**config.mk**
```make
export PLATFORM = sky130hd
export DESIGN_NAME = frame_max_finder
export DESIGN_NICKNAME = d
export VERILOG_FILES = /design/src/rtl/frame_max_finder.sv
export SDC_FILE = /design/constraint.sdc
export NUM_CORES = 1
export LEC_CHECK = 0
export BUFFER_PORTS_ARGS = -buffer_cell sky130_fd_sc_hd__buf_4
export CAP_MARGIN = 15
export CORE_UTILIZATION = 50
export DETAILED_ROUTE_END_ITERATION = 8
export HOLD_SLACK_MARGIN = 0.1
export PLACE_DENSITY = 0.79
export SETUP_SLACK_MARGIN = 0.3
export SYNTH_ARGS = -nofsm -noshare
export SYNTH_HDL_FRONTEND = slang
export SYNTH_SLANG_ARGS = --single-unit
```
**constraint.sdc**
```tcl
create_clock -name clk -period 2.3 [get_ports clk]
set_clock_uncertainty 0.1 [all_clocks]
set_input_delay 0.115 -clock clk [delete_from_list [all_inputs] [get_ports clk]]
set_output_delay 0.115 -clock clk [all_outputs]
set_load 0.01 [all_outputs]
```
**src/rtl/frame_max_finder.sv**
```systemverilog
`default_nettype none
// ============================================================================
// Module      : frame_max_finder
// Description : Streaming per-frame maximum/index reduction driving an
//               external comparator, with a valid/ready result handshake.
// Revision    : 1.0 - initial release
// ============================================================================
module frame_max_finder #(
  parameter int DATA_W    = 8,
  parameter int FRAME_LEN = 8,
  parameter int IDX_W     = 3
) (
  input  logic              clk,
  input  logic              rst,
  input  logic              i_in_valid,
  output logic              o_in_ready,
  input  logic [DATA_W-1:0] i_in_data,
  input  logic              i_in_last,
  output logic [DATA_W-1:0] o_cmp_a,
  output logic [DATA_W-1:0] o_cmp_b,
  input  logic              i_cmp_greater,
  output logic              o_out_valid,
  input  logic              i_out_ready,
  output logic [DATA_W-1:0] o_out_max,
  output logic [IDX_W-1:0]  o_out_idx,
  output logic [IDX_W:0]    o_out_count
);

  localparam logic [IDX_W:0] c_FRAME_LEN = (IDX_W+1)'(FRAME_LEN);
  localparam logic [IDX_W:0] c_ONE       = (IDX_W+1)'(1);

  typedef enum logic [1:0] {
    S_IDLE = 2'd0,
    S_ACC  = 2'd1,
    S_DONE = 2'd2
  } state_t;

  state_t            r_state;
  state_t            w_state_nx;
  logic [DATA_W-1:0] r_max;
  logic [DATA_W-1:0] w_max_nx;
  logic [IDX_W-1:0]  r_idx;
  logic [IDX_W-1:0]  w_idx_nx;
  logic [IDX_W:0]    r_cnt;
  logic [IDX_W:0]    w_cnt_nx;
  logic [IDX_W:0]    w_cnt_inc;
  logic              w_accept;
  logic              w_finish;

  logic [DATA_W-1:0] r_out_max;
  logic [IDX_W-1:0]  r_out_idx;
  logic [IDX_W:0]    r_out_count;

  assign o_cmp_a     = i_in_data;
  assign o_cmp_b     = r_max;
  assign w_accept    = i_in_valid & o_in_ready;
  assign w_cnt_inc   = r_cnt + c_ONE;
  assign o_out_max   = r_out_max;
  assign o_out_idx   = r_out_idx;
  assign o_out_count = r_out_count;

  always_ff @(posedge clk or posedge rst) begin
    if (rst) begin
      r_state <= S_IDLE;
      r_max   <= '0;
      r_idx   <= '0;
      r_cnt   <= '0;
    end else begin
      r_state <= w_state_nx;
      r_max   <= w_max_nx;
      r_idx   <= w_idx_nx;
      r_cnt   <= w_cnt_nx;
    end
  end

  always_comb begin
    w_state_nx  = r_state;
    w_max_nx    = r_max;
    w_idx_nx    = r_idx;
    w_cnt_nx    = r_cnt;
    w_finish    = 1'b0;
    o_in_ready  = 1'b0;
    o_out_valid = 1'b0;
    case (r_state)
      S_IDLE: begin
        // The comparator result is meaningless here: the first sample always seeds the max.
        o_in_ready = 1'b1;
        if (w_accept) begin
          w_max_nx = i_in_data;
          w_idx_nx = '0;
          w_cnt_nx = c_ONE;
          if (i_in_last || (c_FRAME_LEN == c_ONE)) begin
            w_finish = 1'b1;
          end else begin
            w_state_nx = S_ACC;
          end
        end
      end
      S_ACC: begin
        o_in_ready = 1'b1;
        if (w_accept) begin
          // Strictly greater only, so ties keep the earliest index.
          if (i_cmp_greater) begin
            w_max_nx = i_in_data;
            w_idx_nx = r_cnt[IDX_W-1:0];
          end
          w_cnt_nx = w_cnt_inc;
          if (i_in_last || (w_cnt_inc == c_FRAME_LEN)) begin
            w_finish = 1'b1;
          end
        end
      end
      S_DONE: begin
        o_out_valid = 1'b1;
        if (i_out_ready) begin
          w_state_nx = S_IDLE;
        end
      end
      default: begin
        w_state_nx = S_IDLE;
      end
    endcase
    if (w_finish) begin
      w_state_nx = S_DONE;
    end
  end

  // Result registers capture the post-update values so the closing sample is included.
  always_ff @(posedge clk or posedge rst) begin
    if (rst) begin
      r_out_max   <= '0;
      r_out_idx   <= '0;
      r_out_count <= '0;
    end else if (w_finish) begin
      r_out_max   <= w_max_nx;
      r_out_idx   <= w_idx_nx;
      r_out_count <= w_cnt_nx;
    end
  end

endmodule
`default_nettype wire

```
# --- After elaboration in Yosys (flattened, before gate mapping) ---
# Index checks and enable logic that the tools add are counted.
# W data, S select, Z words.
op_classes:
  shift: 0
  add_sub_neg: 1
  div: 0
  multipliers: 0
  reduce_logical: 4
  mux: 23
  order_cmp: 0
  bitwise: 1
  n_eq_ne: 7
ops:
  columns: ["op", "n"]
  rows:
  - ["$mux W8", 3]
  - ["$pmux W8 S2", 1]
  - ["$mux W3", 3]
  - ["$ne A3 B3 Y1 const B", 3]
  - ["$mux W2", 4]
  - ["$mux W4", 2]
  - ["$pmux W4 S2", 1]
  - ["$mux W1", 6]
  - ["$pmux W2 S3", 1]
  - ["$pmux W3 S2", 1]
  - ["$add A4 B1 Y4 const B", 1]
  - ["$eq A4 B4 Y1 const B", 1]
  - ["$reduce_and A4 Y1", 1]
  - ["$eq A2 B1 Y1 const B", 1]
  - ["$eq A2 B2 Y1 const B", 1]
  - ["$logic_not A2 Y1", 1]
  - ["$ne A2 B2 Y1 const B", 1]
  - ["$pmux W1 S2", 1]
  - ["$reduce_or A2 Y1", 1]
  - ["$and A1 B1 Y1", 1]
  - ["$logic_or A1 B1 Y1", 1]
totals:
  latchBits: 0
  elab_cells: 43
  rom_bits: 0
  regBits: 32
  ram_bits: 0
  memories: 0
  input_bits: 14

# --- Logic depth before layout (Yosys ltp) ---
depth:
  ltp_word: 8
  ltp_mapped: 7
  ltp_nobuf: 6

# --- Worst setup path after synthesis ---
# No wires, ideal clock.
synth_path:
  path_type: "reg2reg"
  startpoint: "reg r_cnt[0]"
  endpoint: "reg r_out_count[0] (netlist: o_out_count[0])"
  t_required_ns: 2.075
  setup_ns: 0.125
  path_buffers: 2
  path_stages_with_launch: 8
  synth_period_minus_slack_ns: 1.710
  path_slack_ns: 0.590
  t_arrival_ns: 1.485
  path_cell_list: "dfrtp_1 > ha_1 > a31oi_1 > nor2_1 > o21a_1 > buf_6 > buf_12 > mux2_4"
synth_between:
  elab_chain_len: 6
  word_cells_on_any_way: 9
  classes_between: "add/sub (1); eq/ne (1); mux (6); reduce/logical (1)"
synth_rtl:
  columns: ["item", "line_no", "rtl"]
  rows:
  - ["start, declared", "44", "logic [IDX_W:0] r_cnt;"]
  - ["start signal, assigned", "72", "r_cnt <= w_cnt_nx;"]
  - ["$add A4 B1 Y4", "57", "assign w_cnt_inc = r_cnt + c_ONE;"]
  - ["$eq A4 B4 Y1", "108", "if (i_in_last || (w_cnt_inc == c_FRAME_LEN)) begin"]
  - ["$logic_or A1 B1 Y1", "108", null]
  - ["$mux W1", "108", null]
  - ["$mux W1", "101", "if (w_accept) begin"]
  - ["$pmux W1 S2", "84", "case (r_state)"]
  - ["end signal, assigned", "137", "r_out_count <= w_cnt_nx;"]
  - ["end, declared", "52", "logic [IDX_W:0] r_out_count;"]
# Several ways; a longest one is shown, not always the timed one.
# A chain may end at the register's enable or synchronous reset.

# --- Final worst setup path ---
layout_path:
  startpoint: "reg r_state[1]"
  endpoint: "reg r_out_max[3] (netlist: o_out_max[3])"
layout_between:
  elab_chain_len: 6
  word_cells_on_any_way: 11
  classes_between: "eq/ne (1); mux (7); bitwise (1); reduce/logical (2)"
layout_rtl:
  columns: ["item", "line_no", "rtl"]
  rows:
  - ["start, declared", "38", "state_t r_state;"]
  - ["start signal, assigned", "69", "r_state <= w_state_nx;"]
  - ["$eq A2 B1 Y1 / $logic_not A2 Y1 (equally long branches)", "84", null]
  - ["$reduce_or A2 Y1 (no source line)", null, null]
  - ["$mux W1", "84", null]
  - ["$and A1 B1 Y1", "56", "assign w_accept = i_in_valid & o_in_ready;"]
  - ["$mux W8, on equally long branches", "101, 88", null]
  - ["$pmux W8 S2 (*)", "84", null]
  - ["net w_max_nx[3]", "41", "logic [DATA_W-1:0] w_max_nx;"]
  - ["end signal, assigned", "135", "r_out_max <= w_max_nx;"]
  - ["end, declared", "50", "logic [DATA_W-1:0] r_out_max;"]
# Mark *: on every way through the listed nets, which the timed path passes. The rest lies on a longest branch.

==> impl_metrics.ini <==
[synthesis]
synth-edff-count = 0
ys_warn_count = 0
synthCells = 108
syn_nets = 124
synth_seq_area_share_pct = 54.19
synth_cell_types = 26
netlist_area_sq_mm = 0.001478
async_flop_share_pct = 100.0
syn_area_per_cell_sq_um = 13.68
synth_flop_cell = dfrtp_1
ys_ff_latch = 32

[clocking]
clk_path_buf_depth = 2
clk_pin_slew_ns = 0.09
cts_max_level = 2
cts_tree = yes
root_buffer = clkbuf_4
postCtsSetupBuffers = 0
cts.sinks = 32
clk_latency_ns = 0.32
cts_buffers = 5

[setup_path]
worstPathArrival_ns = 1.95
reg2reg_depth = 4
cp.required_ns = 2.41
cp_num_cells = 4
crit_type = reg2reg
ff2ff_setup_slack_ns = 0.46
timing.rr.start = r_state[1]$_DFFE_PP0P_
cp-startpoint = r_state[1]$_DFFE_PP0P_
crit_fanout = 14
start_kind = flip-flop
path_delay_family = multiplexers
slowest_stage = dfrtp_1
cp-endpoint = o_out_max[3]$_DFFE_PP0P_
worst_path_largest_cell_delay_ns = 0.44
timing.rr.end = o_out_max[3]$_DFFE_PP0P_
worstPathCellList = nand2b_4 > a21oi_4 > mux2_2 > mux2_4
endpoint_kind = flip-flop
cp_num_buf_inv = 0

[die]
rows = 19
io_pins = 47
start_util_pct = 53.13
die_w_microns = 56.36
die-height_microns = 56.36
core-area_sq_mm = 0.002781
die_area_sq_mm = 0.003176

[flow_run]
max_cap_violations = 0

[grt]
overflow = 0
antenna_found_initial = 0
track_usage_pct = 17.84
grt_pass1_vias = 942
grt_max_degree = 33
grt_pass1_wl_microns = 4305

[timing]
tightest_slew_ns = 0.3811
hold_viol = 0
slew_violations = 0
tns_ns = 0
slew_headroom_pct = 74.60
finalCritPeriodShare_pct = 80.03
rsz0062_at_grt = no
fmax_mhz = 543.3
setup_viol = 0
finalCriticalPeriod_ns = 1.841

[cells_and_area]
finalNonFillerCells = 195
area_delta_synth_final_pct = 32.68
drive_above_1_share_pct = 51.22
n_antenna_cell = 0
nets = 179

[placement]
dpl.cell_count = 176
routabilityCongestion = 0.8595
dp_hpwl_microns = 1815
portBuffers = 46

[drt]
wl_per_cell_microns = 13.04
wl_microns = 2543
drcViolationCount = 0
viasPerCell = 5.041
ant_nets = 0
route.vias.total = 983
drt-initial-drc-count = 17
dr.pass1.iters = 4

[power]
worst_ir_drop_vdd_mv = 0.9144
p_per_area_mw_per_mm2 = 1172
p_leak_nw = 0.9551

[min_path]
hold_start = i_cmp_greater
hold_path.class = in2reg

[run_status]
outcome = finished clean
state kept, by name, summed over array words and instances, names as in the netlist:
register	cells
o_cmp_b	8
o_out_count	4
o_out_idx	3
o_out_max	8
r_cnt	4
r_idx	3
r_state	2
cell type report:
type	count	area, sq um
Clock buffer	8	58.81
Fill cell	192	820.8
Inverter	6	22.52
Multi-Input combinational cell	58	549.3
Sequential cell	32	800.8
Tap cell	31	38.79
Timing Repair Buffer	60	490.5
synthesized netlist by cell type (2+ instances only):
master     instances  area share [%]
nor2_1             3            0.76
mux2i_1            2             1.4
mux2_4             8             8.1
dfrtp_1           32              54
o21ai_0            2            0.68
mux2_2            15              11
a22o_1             3             1.8
o2bb2ai_1          3             1.8
nand3_1            2            0.68
buf_4             10             5.1
nand2_1            7             1.8
inv_1              6             1.5
ha_1               2             1.7
worst min path at each step:
stage                                           to  slack [ns]  cells after the start
after floorplan               o_cmp_b[0]$_DFF_PP0_        0.13                      1
after global placement        o_cmp_b[5]$_DFF_PP0_        0.12                      3
after detailed placement  o_out_max[5]$_DFFE_PP0P_        0.13                      3
after CTS                       r_idx[2]$_DFF_PP0_        0.12                      4
after global routing            r_idx[2]$_DFF_PP0_        0.14                      4
final                           r_idx[2]$_DFF_PP0_        0.12                      4
worst reg2reg max path, delay by kind of cell, from the launching register on:
family | cells | cell delay [ns]
flip-flops | 1 | 0.44
AO/OA/AOI/OAI | 1 | 0.31
AND/OR/NAND/NOR | 1 | 0.24
multiplexers | 2 | 0.65
through the flow:
step | power [mW] | utilization (%) | area (sq um) | hold WS [ns] | setup WS, ns
finish | 2.298 | 70.49 | 1961 | 0.1244 | 0.4594
global route | 2.448 | 70.49 | 1961 | 0.1365 | 0.3858
CTS | 2.324 | 70.45 | 1959 | 0.1240 | 0.4148
detailed placement | 1.985 | 64.37 | 1790 | 0.1276 | 0.4209
global placement | 1.950 | 64.37 | 1790 | 0.1156 | 0.4950
floorplan | 1.576 | - | 1478 | 0.1312 | 0.5897
where the power goes:
part / total [mW] / switching (mW) / internal (mW)
registers: 0.966 / 0.160 / 0.806
clock network: 0.318 / 0.168 / 0.151
logic: 1.01 / 0.414 / 0.600
total: 2.30 / 0.741 / 1.56
cell usage in the layout, fill, tap and decap left out, types with 3 or more instances in the layout:
master	n
inv_1	6
mux2_4	8
o2bb2ai_1	3
nand2_1	7
nor2_1	3
clkbuf_4	5
mux2_2	15
buf_4	48
a22o_1	3
dlygate4sd3_1	11
dfrtp_1	32
cell families after synthesis:
kind of cell / share of synthesized area, %
compound gates: 7.538
xor+xnor: 0.5928
fa+ha+maj: 1.693
simple gates: 6.351
buf+inv: 8.721
flops: 54.19
mux: 20.91
routing by layer:
layer | global-route usage (%) | up-vias | share of wire, %
met5 | 0 | - | 0
met4 | 9.408 | 0 | 2.0
met3 | 5.530 | 7 | 6.3
met2 | 27.89 | 38 | 48
met1 | 22.21 | 460 | 44
li1 | - | 478 | -
repair_timing:
item	in CTS	in global routing
hold endpoints to repair	50	0
hold buffers	11	0
endpoints found under the setup margin	0	1
gates resized for setup	0	1
Note: power is estimated with default switching activity, not from simulation.
